`src/rtl/neuron_spi_reader_pkg.sv`:
```
// Shared definitions for the neuron readout path: FSM state encodings and the
// default chip geometry used by the readout FSM.
package neuron_spi_reader_pkg;

    localparam int DEFAULT_SPI_LENGTH = 384;
    localparam int DEFAULT_NUM_LANES  = 4;

    typedef enum logic [2:0] {
        IDLE     = 3'd0,
        LOAD     = 3'd1,
        SHIFT_LO = 3'd2,
        SHIFT_HI = 3'd3,
        DONE     = 3'd4
    } state_t;

endpackage

```
`src/rtl/spi_lane_shifter.sv`:
```
// Per-lane deserializer: shifts one bit in at the LSB per enable, so the first
// bit captured ends up in the MSB after WIDTH shifts.
module spi_lane_shifter #(
    parameter int WIDTH = 96
) (
    input  logic             clk,
    input  logic             rst,
    input  logic             shift_en,
    input  logic             din,
    output logic [WIDTH-1:0] q
);

    // The shift register is cleared on reset so an aborted read leaves no residue.
    always_ff @(posedge clk) begin
        if (rst) begin
            q <= '0;
        end else if (shift_en) begin
            q <= (q << 1) | WIDTH'(din);
        end
    end

endmodule

```
`src/rtl/neuron_spi_reader.sv`:
```
// Reads the chip's neuron output shift registers over NUM_LANES serial lanes:
// parallel-load strobe, BITS_PER_LANE clocked bits per lane, then publish.
module neuron_spi_reader
    import neuron_spi_reader_pkg::*;
#(
    parameter int SPI_LENGTH  = DEFAULT_SPI_LENGTH,
    parameter int NUM_LANES   = DEFAULT_NUM_LANES,
    parameter int CLK_DIV     = 2,
    parameter int LOAD_CYCLES = 2
) (
    input  logic                  clk,
    input  logic                  rst,
    input  logic                  spi_read_trigger,
    input  logic [NUM_LANES-1:0]  spi_miso,
    output logic                  spi_clk,
    output logic                  spi_load,
    output logic                  spi_valid,
    output logic [SPI_LENGTH-1:0] spi_input,
    output logic                  idle
);

    localparam int BITS_PER_LANE = SPI_LENGTH / NUM_LANES;
    localparam int BIT_CNT_W     = $clog2(BITS_PER_LANE + 1);
    localparam int DIV_CNT_W     = $clog2(CLK_DIV + 1);
    localparam int LOAD_CNT_W    = $clog2(LOAD_CYCLES + 1);

    localparam logic [BIT_CNT_W-1:0]  LAST_BIT  = BIT_CNT_W'(BITS_PER_LANE - 1);
    localparam logic [DIV_CNT_W-1:0]  LAST_DIV  = DIV_CNT_W'(CLK_DIV - 1);
    localparam logic [LOAD_CNT_W-1:0] LAST_LOAD = LOAD_CNT_W'(LOAD_CYCLES - 1);

    if (SPI_LENGTH % NUM_LANES != 0) begin : g_length_check
        $error("SPI_LENGTH must be a multiple of NUM_LANES");
    end

    state_t                  state;
    state_t                  state_next;
    logic                    trig_q;
    logic                    armed;
    logic [BIT_CNT_W-1:0]    bit_cnt;
    logic [DIV_CNT_W-1:0]    div_cnt;
    logic [LOAD_CNT_W-1:0]   load_cnt;
    logic                    start;
    logic                    phase_end;
    logic                    load_end;
    logic                    shift_en;
    logic [SPI_LENGTH-1:0]   shift_data;

    // armed stays low until the trigger is seen low once, so a level held
    // through reset cannot masquerade as a fresh request.
    assign start     = (state == IDLE) && spi_read_trigger && !trig_q && armed;
    assign phase_end = (div_cnt == LAST_DIV);
    assign load_end  = (load_cnt == LAST_LOAD);
    assign shift_en  = (state == SHIFT_LO) && phase_end;

    always_ff @(posedge clk) begin
        if (rst) begin
            state <= IDLE;
        end else begin
            state <= state_next;
        end
    end

    // NOTE: state_next is defaulted before the case so no path leaves it unassigned.
    always_comb begin
        state_next = state;
        case (state)
            IDLE:     if (start)     state_next = LOAD;
            LOAD:     if (load_end)  state_next = SHIFT_LO;
            SHIFT_LO: if (phase_end) state_next = SHIFT_HI;
            SHIFT_HI: if (phase_end) state_next = (bit_cnt == LAST_BIT) ? DONE : SHIFT_LO;
            DONE:                    state_next = IDLE;
            default:                 state_next = IDLE;
        endcase
    end

    always_ff @(posedge clk) begin
        if (rst) begin
            load_cnt <= '0;
            div_cnt  <= '0;
            bit_cnt  <= '0;
        end else begin
            load_cnt <= (state == LOAD && !load_end) ? load_cnt + 1'b1 : '0;
            if ((state == SHIFT_LO || state == SHIFT_HI) && !phase_end) begin
                div_cnt <= div_cnt + 1'b1;
            end else begin
                div_cnt <= '0;
            end
            if (state == IDLE) begin
                bit_cnt <= '0;
            end else if (state == SHIFT_HI && phase_end) begin
                bit_cnt <= bit_cnt + 1'b1;
            end
        end
    end

    // Strobes are decoded from the next state and registered, so they line up
    // with the state they belong to and cannot glitch or overlap.
    always_ff @(posedge clk) begin
        if (rst) begin
            trig_q    <= 1'b0;
            armed     <= 1'b0;
            spi_clk   <= 1'b0;
            spi_load  <= 1'b0;
            idle      <= 1'b0;
            spi_valid <= 1'b0;
            spi_input <= '0;
        end else begin
            trig_q   <= spi_read_trigger;
            if (!spi_read_trigger) begin
                armed <= 1'b1;
            end
            spi_clk  <= (state_next == SHIFT_HI);
            spi_load <= (state_next == LOAD);
            idle     <= (state_next == IDLE);
            if (start) begin
                spi_valid <= 1'b0;
            end else if (state == DONE) begin
                spi_valid <= 1'b1;
                spi_input <= shift_data;
            end
        end
    end

    for (genvar l = 0; l < NUM_LANES; l++) begin : g_lane
        spi_lane_shifter #(
            .WIDTH(BITS_PER_LANE)
        ) u_shifter (
            .clk      (clk),
            .rst      (rst),
            .shift_en (shift_en),
            .din      (spi_miso[l]),
            .q        (shift_data[l*BITS_PER_LANE +: BITS_PER_LANE])
        );
    end

endmodule

```
`config.mk`:
```
export PLATFORM = sky130hd
export DESIGN_NAME = neuron_spi_reader
export DESIGN_NICKNAME = d
export VERILOG_FILES = /design/src/rtl/neuron_spi_reader_pkg.sv /design/src/rtl/spi_lane_shifter.sv /design/src/rtl/neuron_spi_reader.sv
export SDC_FILE = /design/constraint.sdc
export NUM_CORES = 2
export LEC_CHECK = 0
export ABC_AREA = 1
export BUFFER_PORTS_ARGS = -buffer_cell sky130_fd_sc_hd__buf_2
export CAP_MARGIN = 15
export CORE_MARGIN = 2
export CORE_UTILIZATION = 51
export CTS_CLUSTER_DIAMETER = 200
export DETAILED_ROUTE_END_ITERATION = 8
export PLACE_DENSITY = 0.75
export SYNTH_ARGS = -nofsm -noshare
export SYNTH_HDL_FRONTEND = slang
export SYNTH_SLANG_ARGS = --single-unit
```
`constraint.sdc`:
```
create_clock -name clk -period 1.5 [get_ports clk]
set_input_delay 0 -clock clk [delete_from_list [all_inputs] [get_ports clk]]
set_output_delay 0 -clock clk [all_outputs]
set_load 0.03 [all_outputs]
```
Word-level counts from Yosys, hierarchy flattened
Index checks and enable logic that the tools add are counted.
{ "classes": {"add_sub_neg": 3, "n_eq_ne": 9, "n_mux": 6, "n_bitwise": 7, "n_reduce_logical": 18} }
{ "op_table": {"columns": ["op", "count"], "rows": [
  ["$or 96x1->96", 4],
  ["$mux 3", 5],
  ["$pmux 3 s4", 1],
  ["$eq 3x2->1 const B", 3],
  ["$reduce_or 2->1", 4],
  ["$add 7x1->7 const B", 1],
  ["$eq 7x7->1 const B", 1],
  ["$logic_and 1x1->1", 7],
  ["$eq 3x1->1 const B", 2],
  ["$logic_not 3->1", 2],
  ["$add 2x1->2 const B", 2],
  ["$eq 2x1->1 const B", 2],
  ["$eq 3x3->1 const B", 1],
  ["$logic_not 1->1", 3],
  ["$not 1->1", 3],
  ["$reduce_and 2->1", 1],
  ["$logic_or 1x1->1", 1]
]} }
{ "totals": {"ff_bits": 788, "input_bits": 7, "word_cells": 58} }

Depth between registers and ports, before layout
{ "depth": {"ltp_word": 7, "depth_mapped": 9, "mapped_depth_nobuf": 9} }

Modules after synthesis
From an unflattened synthesis, not the netlist that was laid out.
{ "unflattened": {"hier_cells": 4211, "hier_area_um2": 30280.3} }
{ "modules_own_cells": {"columns": ["module", "n_inst", "cells_per_inst", "area_each_um2", "seq_area_each_um2"], "rows": [
  ["spi_lane_shifter", 4, 608, 4013.8, 1921.8],
  ["neuron_spi_reader", 1, 1779, 14224.9, 8087.8]
]} }

Worst setup path before layout
OpenSTA, ideal clock, no wires.
{ "synth_timing": {"path_kind": "flip-flop to flip-flop", "start": "register div_cnt[0]", "end": "register g_lane[0].u_shifter.q[10]", "arrival_ns": 1.268, "required_ns": 1.384, "setup_slack_ns": 0.116, "path_stages_with_launch": 9, "path_buffers": 2, "period_less_slack_ns": 1.384, "path_cell_list": "dfxtp_1 > ha_1 > inv_1 > nor2_8 > inv_2 > buf_4 > buf_4 > nor2_1 > nor2_1"} }
{ "synth_via": {"elab_chain_cells": 2} }
{ "synth_rtl": {"columns": ["item", "line_no", "text"], "rows": [
  ["start, declared", "neuron_spi_reader.sv:40", "logic [DIV_CNT_W-1:0] div_cnt;"],
  ["start signal, assigned", "neuron_spi_reader.sv:84", "div_cnt <= div_cnt + 1'b1;"],
  ["$eq 2x1->1", "neuron_spi_reader.sv:51", "assign phase_end = (div_cnt == LAST_DIV);"],
  ["$logic_and 1x1->1", "neuron_spi_reader.sv:53", "assign shift_en = (state == SHIFT_LO) && phase_end;"],
  ["end signal, assigned", "spi_lane_shifter.sv:18", "q <= (q << 1) | WIDTH'(din);"],
  ["end, declared", "spi_lane_shifter.sv:10", "output logic [WIDTH-1:0] q"]
]} }
No other way between the ends.
A chain may end at the register's enable or synchronous reset.

Worst setup path after layout
{ "layout_timing": {"start": "register state[1]", "end": "register g_lane[0].u_shifter.q[82]"} }
{ "layout_via": {"elab_chain_cells": 2} }
{ "layout_rtl": {"columns": ["item", "line_no", "text"], "rows": [
  ["start, declared", "neuron_spi_reader.sv:35", "state_t state;"],
  ["start signal, assigned", "neuron_spi_reader.sv:59", "state <= state_next;"],
  ["$eq 3x2->1", "neuron_spi_reader.sv:53", null],
  ["$logic_and 1x1->1", "neuron_spi_reader.sv:53", null]
]} }
No other way between the ends.

==> run metrics <==
pwr dens=1200 nW/µm²; Critical Path RT=just over 2 ns; CTS Root Buffer Type=clkbuf_16; Max Freq=593 MHz; CTS Buf Count=76; initial DRC count=between 1500 and 2000; utilization after layout=0.640; Buf/Inv on CP=5; initial antenna violation count=0; drt via density=5.15; top cell type's share of synthesized area=0.582; fraction of layout cells with a size suffix above 1=0.186; top_reg_cell synth=dfxtp_1; DRC Markers=0; post-DP HPWL=around 42000 µm; number of routed nets with antenna violations=0; fin. max-slew vios=0; commonest non-fill, non-tap cells in the layout=1525 x nor2_1, 787 x dfxtp_1, 596 x o21ai_0, 394 x buf_2, 163 x o21ai_1; CTS Buffer Depth=3; die area=around 55000 µm²; I/O Pins=395; Max Clock Skew=0.0213 ns; Worst Setup End Kind=flop; CP top delay family=buffers and inverters; Area growth, synth to finish=24.1%; Setup CP Type=flop to flop; # diodes=0; Std-Cell Rows=84; slowest CP cell=dfxtp_2; height of the die=235 µm; Startpoint Class=flop; Non-Filler Instances=4580; arrival time at the worst endpoint=about 2.2 ns; GPL Wtd Cong=0.785; final wirelength=just under 70000 µm; post-synthesis register bit count=between 700 and 800; status=complete, but fails checks; grt ovf=0; CP dominant cell by count=buf_12; commonest non-fill, non-tap cell in the layout=nor2_1; WL/cell=14.9 µm; CTS sink cnt=788; Worst Setup Slack, final=-0.186 ns; Synth cell types=21; Mean Syn Cell Area=7.87 µm²; failing checks=setup timing; Async SR Flop Fraction=0; Vias=~24000; Slew HR=0.705; Peak VDD IR=1.08 mV; worst min-delay path class=input port to flop; Hold Path Depth=4; MaxCap Viol Count=0; DP Worst Slack=-0.109 ns; Area contributors post-synth=dfxtp_1 58%, nor2_1 22%, o21ai_0 12%; worst-path fanout max=7; Leak=15.8 nW; Worst-Margin Slew=0.442 ns; Initial Util=0.516; IO Port Bufs=around 390; Mapped Area=27100 µm²; Syn Nets=around 3500; cell taking the most area after synthesis=dfxtp_1; global-route usage over all layers=0.228; Tot Pwr=slightly above 40 mW; Yosys Warn Count=0; Min Clock Period, post-route=1.69 ns; nets@finish=3848; first-pass GRT wire length=just over 100000 µm; sequential share of the synthesized area=0.582; largest stage delay on the critical path=0.34 ns; placed insts=4409; final period utilization=1.12; clock-pin slew on the worst setup and hold paths=0.06 ns; Detailed Routing Iterations Pass 1=8; CTS tree=built; H-tree levels=3; Post-Syn Instances=~3400; RSZ-0062 raised after global routing=true; largest net degree at the start of global routing=101; critical path depth=10; Post-synth EDFFs=0; critical-path cell list=buf_6 > inv_4 > nor2_4 > nand2_4 > nor2_8 > buf_12 > buf_12 > clkbuf_16 > o21ai_0 > nor2_1; worst-skew pair later-pin latency=~0.6 ns; Setup-failing EPs final=381; setup TNS=-14.32 ns; r2r worst-path depth=10; Hold Violations, Final=0; Core ar.=roughly 53000 µm²; Horiz. Die Dim=235 µm; vias in the first global route=about 21000
## logic make-up after synthesis
kind of cell | count (synthesis) | share of synthesized area
AOI/OAI and AO/OA | 781 | 0.144
buffers and inverters | 270 | 0.0489
DFF | 788 | 0.582
adders and majority gates | 3 | 0.00138
and+or+nand+nor | 1604 | 0.224
## what timing repair did
action,in CTS,in global routing
resized for setup,48,102
cloned,3,13
hold buffers,7,0
hold endpoints to repair,18,0
buffers inserted,8,9
pin swaps,0,11
endpoints found under the setup margin,418,734
## flip-flops by register name, indices dropped and copies added, names as in the netlist, 2 cells and up
register and cells:
load_cnt 2, g_lane.u_shifter.q 384, state 3, spi_input 384, bit_cnt 7, div_cnt 2
## area by class of cell
cell class,count,area [µm²]
Fill cell,4432,18900
Sequential cell,788,15800
Multi-Input combinational cell,2388,10200
Timing Repair Buffer,568,4330
Clock buffer,118,2280
Tap cell,688,861
Clock inverter,14,140
Inverter,16,90.1
## synthesized netlist by cell type (6+ instances only)
master,number
clkbuf_1,128
buf_4,42
o21ai_1,109
o21ai_0,661
buf_6,8
a21oi_1,11
nand3_1,6
dfxtp_1,788
buf_2,75
nor2_1,1558
nand2_1,32
inv_1,12
## path summary, 6_finish.rpt
path	startpoint	to	slack (ns)
setup reg to reg	state[1]	g_lane[0].u_shifter.q[82]	-0.19
hold reg to reg	load_cnt[0]	load_cnt[0]	0.42
hold / removal	spi_miso[2]	g_lane[2].u_shifter.q[0]	0.15
setup / recovery	state[1]	g_lane[0].u_shifter.q[82]	-0.19
## per-layer routing
metal / track usage / up-vias / wire (µm)
li1: - / 11800 / -
met1: 0.305 / 10900 / 30400
met2: 0.369 / 631 / 32000
met3: 0.0388 / 154 / 3390
met4: 0.0839 / 0 / 2270
met5: 0 / - / 0
## power by group
part	leakage, nW	total [mW]	switching, mW	internal (mW)
combinational	8.32	0.785	0.518	0.266
sequential	6.34	20.9	0.00752	20.9
clock	1.18	18.6	7.93	10.7
## through the flow
step                hold WS [ns]  area (µm²)
floorplan                 0.0959       27100
global placement           0.213       30400
detailed placement         0.225       30400
CTS                        0.122       33100
global route               0.173       33600
finish                     0.150       33600
## tightest hold or removal path: cells and delay by family
| family | cells | cell delay, ns |
|---|---|---|
| simple gates | 2 | 0.12 |
| buf+inv | 2 | 0.62 |
(Power assumes the default switching activity.)
